`config.mk`:
```
export PLATFORM = sky130hd
export DESIGN_NAME = sdp_ram_read_port_flat
export DESIGN_NICKNAME = d
export VERILOG_FILES = /design/src/rtl/sdp_ram_read_port_pkg.sv /design/src/rtl/sdp_ram_read_port_if.sv /design/src/rtl/sdp_ram_read_port_resp_fifo.sv /design/src/rtl/sdp_ram_read_port.sv /design/src/flat_wrapper.sv
export SDC_FILE = /design/constraint.sdc
export NUM_CORES = 1
export LEC_CHECK = 0
export ABC_AREA = 1
export CAP_MARGIN = 20
export CORE_MARGIN = 4
export CORE_UTILIZATION = 45
export CTS_CLUSTER_SIZE = 16
export DETAILED_ROUTE_END_ITERATION = 12
export GPL_ROUTABILITY_DRIVEN = 1
export GPL_TIMING_DRIVEN = 0
export PLACE_DENSITY_LB_ADDON = 0.3
export SLEW_MARGIN = 10
export SYNTH_ARGS = -nofsm -noshare
export SYNTH_HDL_FRONTEND = slang
export SYNTH_SLANG_ARGS = --single-unit
```
`constraint.sdc`:
```
create_clock -name clock -period 3.6 [get_ports clock]
set_clock_uncertainty 0.1 [all_clocks]
set_input_delay 0.72 -clock clock [delete_from_list [all_inputs] [get_ports clock]]
set_output_delay 0.72 -clock clock [all_outputs]
set_load 0.1 [all_outputs]
```
`src/rtl/sdp_ram_read_port_pkg.sv`:
```
// Shared helpers for the simple-dual-port RAM read front-end: address sizing,
// credit count and the overflow-check macro.
`ifndef SDP_RAM_READ_PORT_PKG_SV
`define SDP_RAM_READ_PORT_PKG_SV

package sdp_ram_pkg;

    localparam int OUT_W = 3;

    // Same sizing function as the RAM, so both sides agree on the address width.
    function automatic int clogb2(input int depth);
        int d;
        int r;
        d = depth;
        r = 0;
        while (d > 0) begin
            r = r + 1;
            d = d >> 1;
        end
        return r;
    endfunction

    // Every in-flight read must have a guaranteed FIFO slot; two extra entries cover
    // the registered credit decision and give full throughput.
    function automatic int credits(input int latency);
        return latency + 2;
    endfunction

endpackage

`ifndef SDP_ASSERT_NEVER
`define SDP_ASSERT_NEVER(clk, rst, cond) assert property (@(posedge clk) disable iff (rst) !(cond))
`endif

`endif

```
`src/rtl/sdp_ram_read_port_if.sv`:
```
// Request, response and RAM read-port signals of the read front-end.
// slave is the front-end's view; master is the controller/RAM side seen from outside.
interface sdp_ram_read_port_if
    import sdp_ram_pkg::*;
#(
    parameter int RAM_WIDTH = 64,
    parameter int AW        = 9
);
    logic                 flush;
    logic                 req_valid;
    logic                 req_ready;
    logic [AW-1:0]        req_addr;
    logic                 resp_valid;
    logic                 resp_ready;
    logic [RAM_WIDTH-1:0] resp_data;
    logic [AW-1:0]        ram_addrb;
    logic                 ram_enb;
    logic                 ram_regceb;
    logic                 ram_rstb;
    logic [RAM_WIDTH-1:0] ram_doutb;
    logic [OUT_W-1:0]     outstanding;

    modport slave (
        input  flush, req_valid, req_addr, resp_ready, ram_doutb,
        output req_ready, resp_valid, resp_data, ram_addrb, ram_enb,
               ram_regceb, ram_rstb, outstanding
    );

    modport master (
        output flush, req_valid, req_addr, resp_ready, ram_doutb,
        input  req_ready, resp_valid, resp_data, ram_addrb, ram_enb,
               ram_regceb, ram_rstb, outstanding
    );
endinterface

```
`src/rtl/sdp_ram_read_port_resp_fifo.sv`:
```
// Circular response buffer, occupancy-counted; head visible the cycle after push.
// Flush drops the same-edge push/pop; pop on empty is ignored, push on full is the caller's bug.
module sdp_rd_resp_fifo #(
    parameter  int WIDTH = 64,
    parameter  int DEPTH = 4,
    localparam int CW    = $clog2(DEPTH + 1)
) (
    input  logic             clock,
    input  logic             reset,
    input  logic             flush,
    input  logic             push,
    input  logic [WIDTH-1:0] push_data,
    input  logic             pop,
    output logic [CW-1:0]    count,
    output logic [WIDTH-1:0] head_data
);
    localparam int PW = (DEPTH > 1) ? $clog2(DEPTH) : 1;
    localparam logic [PW-1:0] LAST = PW'(DEPTH - 1);

    logic [WIDTH-1:0] mem [DEPTH];
    logic [PW-1:0]    wr_ptr;
    logic [PW-1:0]    rd_ptr;
    logic             do_push;
    logic             do_pop;

    // Pointers wrap at DEPTH, which need not be a power of two.
    function automatic logic [PW-1:0] wrap_inc(input logic [PW-1:0] p);
        return (p == LAST) ? '0 : p + 1'b1;
    endfunction

    assign do_push   = push & ~flush;
    assign do_pop    = pop & (count != '0) & ~flush;
    assign head_data = mem[rd_ptr];

    always_ff @(posedge clock or posedge reset) begin
        if (reset) begin
            wr_ptr <= '0;
            rd_ptr <= '0;
            count  <= '0;
        end else if (flush) begin
            wr_ptr <= '0;
            rd_ptr <= '0;
            count  <= '0;
        end else begin
            if (do_push) wr_ptr <= wrap_inc(wr_ptr);
            if (do_pop)  rd_ptr <= wrap_inc(rd_ptr);
            case ({do_push, do_pop})
                2'b10:   count <= count + 1'b1;
                2'b01:   count <= count - 1'b1;
                default: count <= count;
            endcase
        end
    end

    // Payload storage needs no reset: entries are only read while counted valid.
    always_ff @(posedge clock) begin
        if (do_push) mem[wr_ptr] <= push_data;
    end
endmodule

```
`src/rtl/sdp_ram_read_port.sv`:
```
// Read front-end for the SDP block RAM: accepts reads, tracks the RAM pipeline, returns data in order.
// Latency READ_LATENCY+1 to resp_valid; credit-based req_ready never depends on resp_ready.
module sdp_ram_read_port
    import sdp_ram_pkg::*;
#(
    parameter int RAM_WIDTH    = 64,
    parameter int RAM_DEPTH    = 512,
    parameter int READ_LATENCY = 2
) (
    input  logic                clock,
    input  logic                reset,
    sdp_ram_read_port_if.slave  bus
);
    localparam int AW      = clogb2(RAM_DEPTH - 1);
    localparam int CREDITS = credits(READ_LATENCY);
    localparam int OCC_W   = $clog2(CREDITS + 1);

    if (READ_LATENCY != 1 && READ_LATENCY != 2) begin : g_bad_latency
        $error("sdp_ram_read_port: READ_LATENCY must be 1 or 2");
    end

    logic [READ_LATENCY-1:0] pend;
    logic [OCC_W-1:0]        occ;
    logic [OUT_W-1:0]        pend_cnt;
    logic [OUT_W-1:0]        outstanding;
    logic                    accept;
    logic                    pop;
    logic                    push;
    logic [AW-1:0]           addr_unused_chk;

    always_comb begin
        pend_cnt = '0;
        for (int i = 0; i < READ_LATENCY; i++) begin
            pend_cnt = pend_cnt + OUT_W'(pend[i]);
        end
    end

    // Credits count everything that will eventually need a FIFO slot.
    assign outstanding   = pend_cnt + OUT_W'(occ);
    assign bus.req_ready = (outstanding < OUT_W'(CREDITS)) & ~bus.flush & ~reset;
    assign accept        = bus.req_valid & bus.req_ready;
    assign push          = pend[READ_LATENCY-1];
    assign pop           = bus.resp_valid & bus.resp_ready;

    assign addr_unused_chk = bus.req_addr;
    assign bus.ram_addrb   = addr_unused_chk;
    assign bus.ram_enb     = accept;
    assign bus.ram_regceb  = 1'b1;
    assign bus.ram_rstb    = reset;
    assign bus.outstanding = outstanding;
    assign bus.resp_valid  = (occ != '0);

    always_ff @(posedge clock or posedge reset) begin
        if (reset) begin
            pend <= '0;
        end else if (bus.flush) begin
            pend <= '0;
        end else begin
            pend[0] <= accept;
            for (int i = 1; i < READ_LATENCY; i++) begin
                pend[i] <= pend[i-1];
            end
        end
    end

    sdp_rd_resp_fifo #(
        .WIDTH (RAM_WIDTH),
        .DEPTH (CREDITS)
    ) u_resp_fifo (
        .clock     (clock),
        .reset     (reset),
        .flush     (bus.flush),
        .push      (push),
        .push_data (bus.ram_doutb),
        .pop       (pop),
        .count     (occ),
        .head_data (bus.resp_data)
    );

    a_no_overflow: `SDP_ASSERT_NEVER(clock, reset,
        push && !pop && !bus.flush && (occ == OCC_W'(CREDITS)));
endmodule

```
`src/flat_wrapper.sv`:
```
// flat-port wrapper written by rule: the top's interface ports become plain ports
module sdp_ram_read_port_flat import sdp_ram_pkg::*;
#(
    parameter int RAM_WIDTH    = 64,
    parameter int RAM_DEPTH    = 512,
    parameter int READ_LATENCY = 2
)
  (clock, reset, bus_flush, bus_req_valid, bus_req_addr, bus_resp_ready, bus_ram_doutb, bus_req_ready, bus_resp_valid, bus_resp_data, bus_ram_addrb, bus_ram_enb, bus_ram_regceb, bus_ram_rstb, bus_outstanding);
  sdp_ram_read_port_if #(.RAM_WIDTH(RAM_WIDTH), .AW(9)) bus_i ();
  input  logic clock;
  input  logic reset;
  input wire logic [$bits(bus_i.flush)-1:0] bus_flush;
  input wire logic [$bits(bus_i.req_valid)-1:0] bus_req_valid;
  input wire logic [$bits(bus_i.req_addr)-1:0] bus_req_addr;
  input wire logic [$bits(bus_i.resp_ready)-1:0] bus_resp_ready;
  input wire logic [$bits(bus_i.ram_doutb)-1:0] bus_ram_doutb;
  output wire logic [$bits(bus_i.req_ready)-1:0] bus_req_ready;
  output wire logic [$bits(bus_i.resp_valid)-1:0] bus_resp_valid;
  output wire logic [$bits(bus_i.resp_data)-1:0] bus_resp_data;
  output wire logic [$bits(bus_i.ram_addrb)-1:0] bus_ram_addrb;
  output wire logic [$bits(bus_i.ram_enb)-1:0] bus_ram_enb;
  output wire logic [$bits(bus_i.ram_regceb)-1:0] bus_ram_regceb;
  output wire logic [$bits(bus_i.ram_rstb)-1:0] bus_ram_rstb;
  output wire logic [$bits(bus_i.outstanding)-1:0] bus_outstanding;
  assign bus_i.flush = bus_flush;
  assign bus_i.req_valid = bus_req_valid;
  assign bus_i.req_addr = bus_req_addr;
  assign bus_i.resp_ready = bus_resp_ready;
  assign bus_i.ram_doutb = bus_ram_doutb;
  assign bus_req_ready = bus_i.req_ready;
  assign bus_resp_valid = bus_i.resp_valid;
  assign bus_resp_data = bus_i.resp_data;
  assign bus_ram_addrb = bus_i.ram_addrb;
  assign bus_ram_enb = bus_i.ram_enb;
  assign bus_ram_regceb = bus_i.ram_regceb;
  assign bus_ram_rstb = bus_i.ram_rstb;
  assign bus_outstanding = bus_i.outstanding;
  sdp_ram_read_port #(.RAM_WIDTH(RAM_WIDTH), .RAM_DEPTH(RAM_DEPTH), .READ_LATENCY(READ_LATENCY)) u_core (.clock(clock), .reset(reset), .bus(bus_i));
endmodule
```
==> results.yml <==
timing:
  slew-limit-headroom: 0.347
  setup_viol: 0
  period_share: 0.971
  worst_slack_ns: 0.104
  fin_crit_ns: 3.50
  slew_violations: 0
  final_hold_viol_count: 0
  final.setup.tns_ns: 0
  tightest_slew_ns: 0.976
  max_freq_mhz: 286
  grt_setup_unrepaired: "no"
outcome:
  outcome: "finished clean"
clock_network:
  cts_resized: 210
  cts_made_buffers: 27
  cts_tree: "built"
  htree_levels: 1
  clk_pin_slew_ns: 0.06
  cts_sinks: 265
  postCtsHoldBufs: 0
  clkLatencyLatePin_ns: 0.51
  cts_buffer_depth: 3
  cts.repair_timing.setup_buffer_count: 0
  root_buffer: "clkbuf_16"
logic_synthesis:
  ys_warn_count: 0
  post-synth-top-area-cell: "edfxtp_1"
  syn_nets: 793
  yosysUniqueCellTypes: 25
  yosys.area.top_type_share: 0.756
  seq_area_frac_synth: 0.778
  syn_inst: 706
  ys_top_cells_by_area: "edfxtp_1, nor2_1, o22ai_1"
  synth_commonest_cells: "edfxtp_1, nor2_1, o21ai_0"
  postSynthAreaPerCell_um2: 14.4
  synthFlopType: "edfxtp_1"
  syn_area_um2: 10200
  synth_seq_cells: 265
  yosys.cell_count.top_type: "edfxtp_1"
  async_flop_share: 0.0340
  synth_edf_count: 256
die:
  die_area_um2: 25100
  initial_core_util: 0.462
  ios: 159
  fp.coreArea_um2: 22000
  num_rows: 54
  die_w_um: 158
  die_height_um: 158
route:
  wl_met2_um: 11600
  drt-initial-drc-count: 442
  routed_via_density: 5.30
  dr.pass1.iters: 5
  totalWireLength_um: 23100
  wl_met1_um: 9590
  wl_per_cell_um: 19.4
  ant_nets: 0
  vias: 6312
  top_layer_used: "met4"
  dr_wl_met3_um: 1530
  drc_errors: 0
global_routing:
  overflow: 0
  grt_pass1_wl_um: 34800
  grt.total_usage: 0.181
  antenna_found_initial: 0
  grt_max_degree: 28
  grt_pass1_vias: 6410
placement:
  dp_slack_ns: -0.274
  io_buffer_count: 148
  place.gp.congestion: 0.800
  dp_cells: 1142
  dp_hpwl_um: 14800
setup_path:
  crit_required_ns: 2.78
  critPathTopFamily: "buffers and inverters"
  start_kind: "flip-flop"
  crit_type: "reg -> out"
  critPathCaptureType: "output pin"
  worst_ep_arrival_time_ns: 2.68
  crit_path_top_delay_cell: "clkdlybuf4s50_1"
  crit_chain: "ha_1, ha_1, clkdlybuf4s50_1"
  max_stage_delay_ns: 1.14
  crit_fanout: 4
  cp_common_cell: "ha_1"
  path_buf_inv: 1
finish:
  nNetsFinal: 978
  stdcell_count: 1191
  fillerInstances: 1688
  diodes: 0
  utilization: 0.595
  final_layout_size_suffix_gt1_frac: 0.175
  syn2layout_area_growth_pct: 28.8
power_and_ir_drop:
  power_per_cell_area_nw_per_um2: 838
  power.leakage_uw: 0.00451
  peakVddDrop_mv: 0.529
hold_path:
  hold_path_class: "reg -> reg"
run:
  max_cap_viol_count: 0
tightest hold or removal path, stage by stage, from the launching register on:
cell and delay [ns]:
dfrtp_1 0.39, inv_1 0.07, nor2_1 0.04
routing by layer:
metal	vias up	global-route usage
li1	2992	-
met4	0	0.0496
met5	-	0
met3	36	0.0313
met2	214	0.309
met1	3070	0.241
per-stage QoR:
stage | power (uW) | hold slack, ns | area (um^2)
2_1_floorplan | 7240 | 0.362 | 10200
3_3_place_gp | 8480 | 0.394 | 12000
3_5_place_dp | 8510 | 0.407 | 12200
4_1_cts | 11100 | 0.442 | 13200
5_1_grt | 11400 | 0.458 | 13100
6_report | 11000 | 0.436 | 13100
cells by family after synthesis:
kind of cell | Yosys count | share of synthesized area
xor+xnor | 2 | 0.00172
simple gates | 162 | 0.0617
compound gates | 197 | 0.105
buf+inv | 70 | 0.0408
fa+ha+maj | 9 | 0.0125
other cells | 1 | 0.000369
flops | 265 | 0.778
cell usage in the layout (no fill, tap or decap):
cell type        count
buf_12               7
xnor2_1              1
clkinv_1             6
buf_4               16
inv_2                1
o22ai_1             65
xor2_2               1
buf_6               13
nand3_1              7
clkbuf_16           27
dfrtp_1              9
inv_1               16
nor2_4               4
clkdlybuf4s50_1     80
fa_1                 2
clkbuf_2             6
buf_1                2
and2_2               1
clkdlybuf4s15_2     52
clkdlybuf4s18_2      5
edfxtp_1           256
clkbuf_1            20
and2_1               1
clkinvlp_4           1
buf_16               1
or2_2                1
or2_1                1
a21oi_1              1
o21ai_0             81
nand2_1             14
inv_6                1
clkinv_2             6
ha_1                 7
nor3_4               1
buf_2               12
conb_1               1
nor2_1             132
o21ai_1             50
bufinv_16            3
layout make-up:
class	instances	area [um^2]	share of cell area
Inverter	17	63.8	0.00487
Buffer	53	357	0.0272
Timing Repair Buffer	156	1670	0.127
Multi-Input combinational cell	371	1890	0.145
Tap cell	280	350	0.0267
Sequential cell	265	7910	0.604
Clock inverter	17	159	0.0121
Clock buffer	32	694	0.0530
where the power goes:
group | internal (uW) | leakage, uW | switching [uW] | total (uW)
Combinational | 999 | 0.00167 | 3840 | 4840
Sequential | 3420 | 0.00242 | 38.0 | 3460
Clock | 1590 | 0.000419 | 1090 | 2680
sequential cells by signal, indices dropped and copies added, names as in the netlist:
signal / count
u_core.u_resp_fifo.rd_ptr: 2
u_core.u_resp_fifo.count: 3
u_core.u_resp_fifo.mem: 256
u_core.pend: 2
u_core.u_resp_fifo.wr_ptr: 2
final timing paths:
path / from / endpoint / slack [ns] / cells past startpoint
worst min-delay path: u_core.pend[0] / u_core.pend[1] / 0.44 / 2
worst max-delay path: u_core.pend[1] / bus_outstanding[0] / 0.10 / 3
max in group asynchronous: reset / u_core.u_resp_fifo.wr_ptr[1] / 2.65 / 2
worst max register to register: u_core.pend[1] / u_core.u_resp_fifo.mem[3][18] / 1.49 / 3
worst min register to register: u_core.pend[0] / u_core.pend[1] / 0.44 / 2
min in group asynchronous: reset / u_core.pend[0] / 0.49 / 2
(Power assumes the default switching activity.)
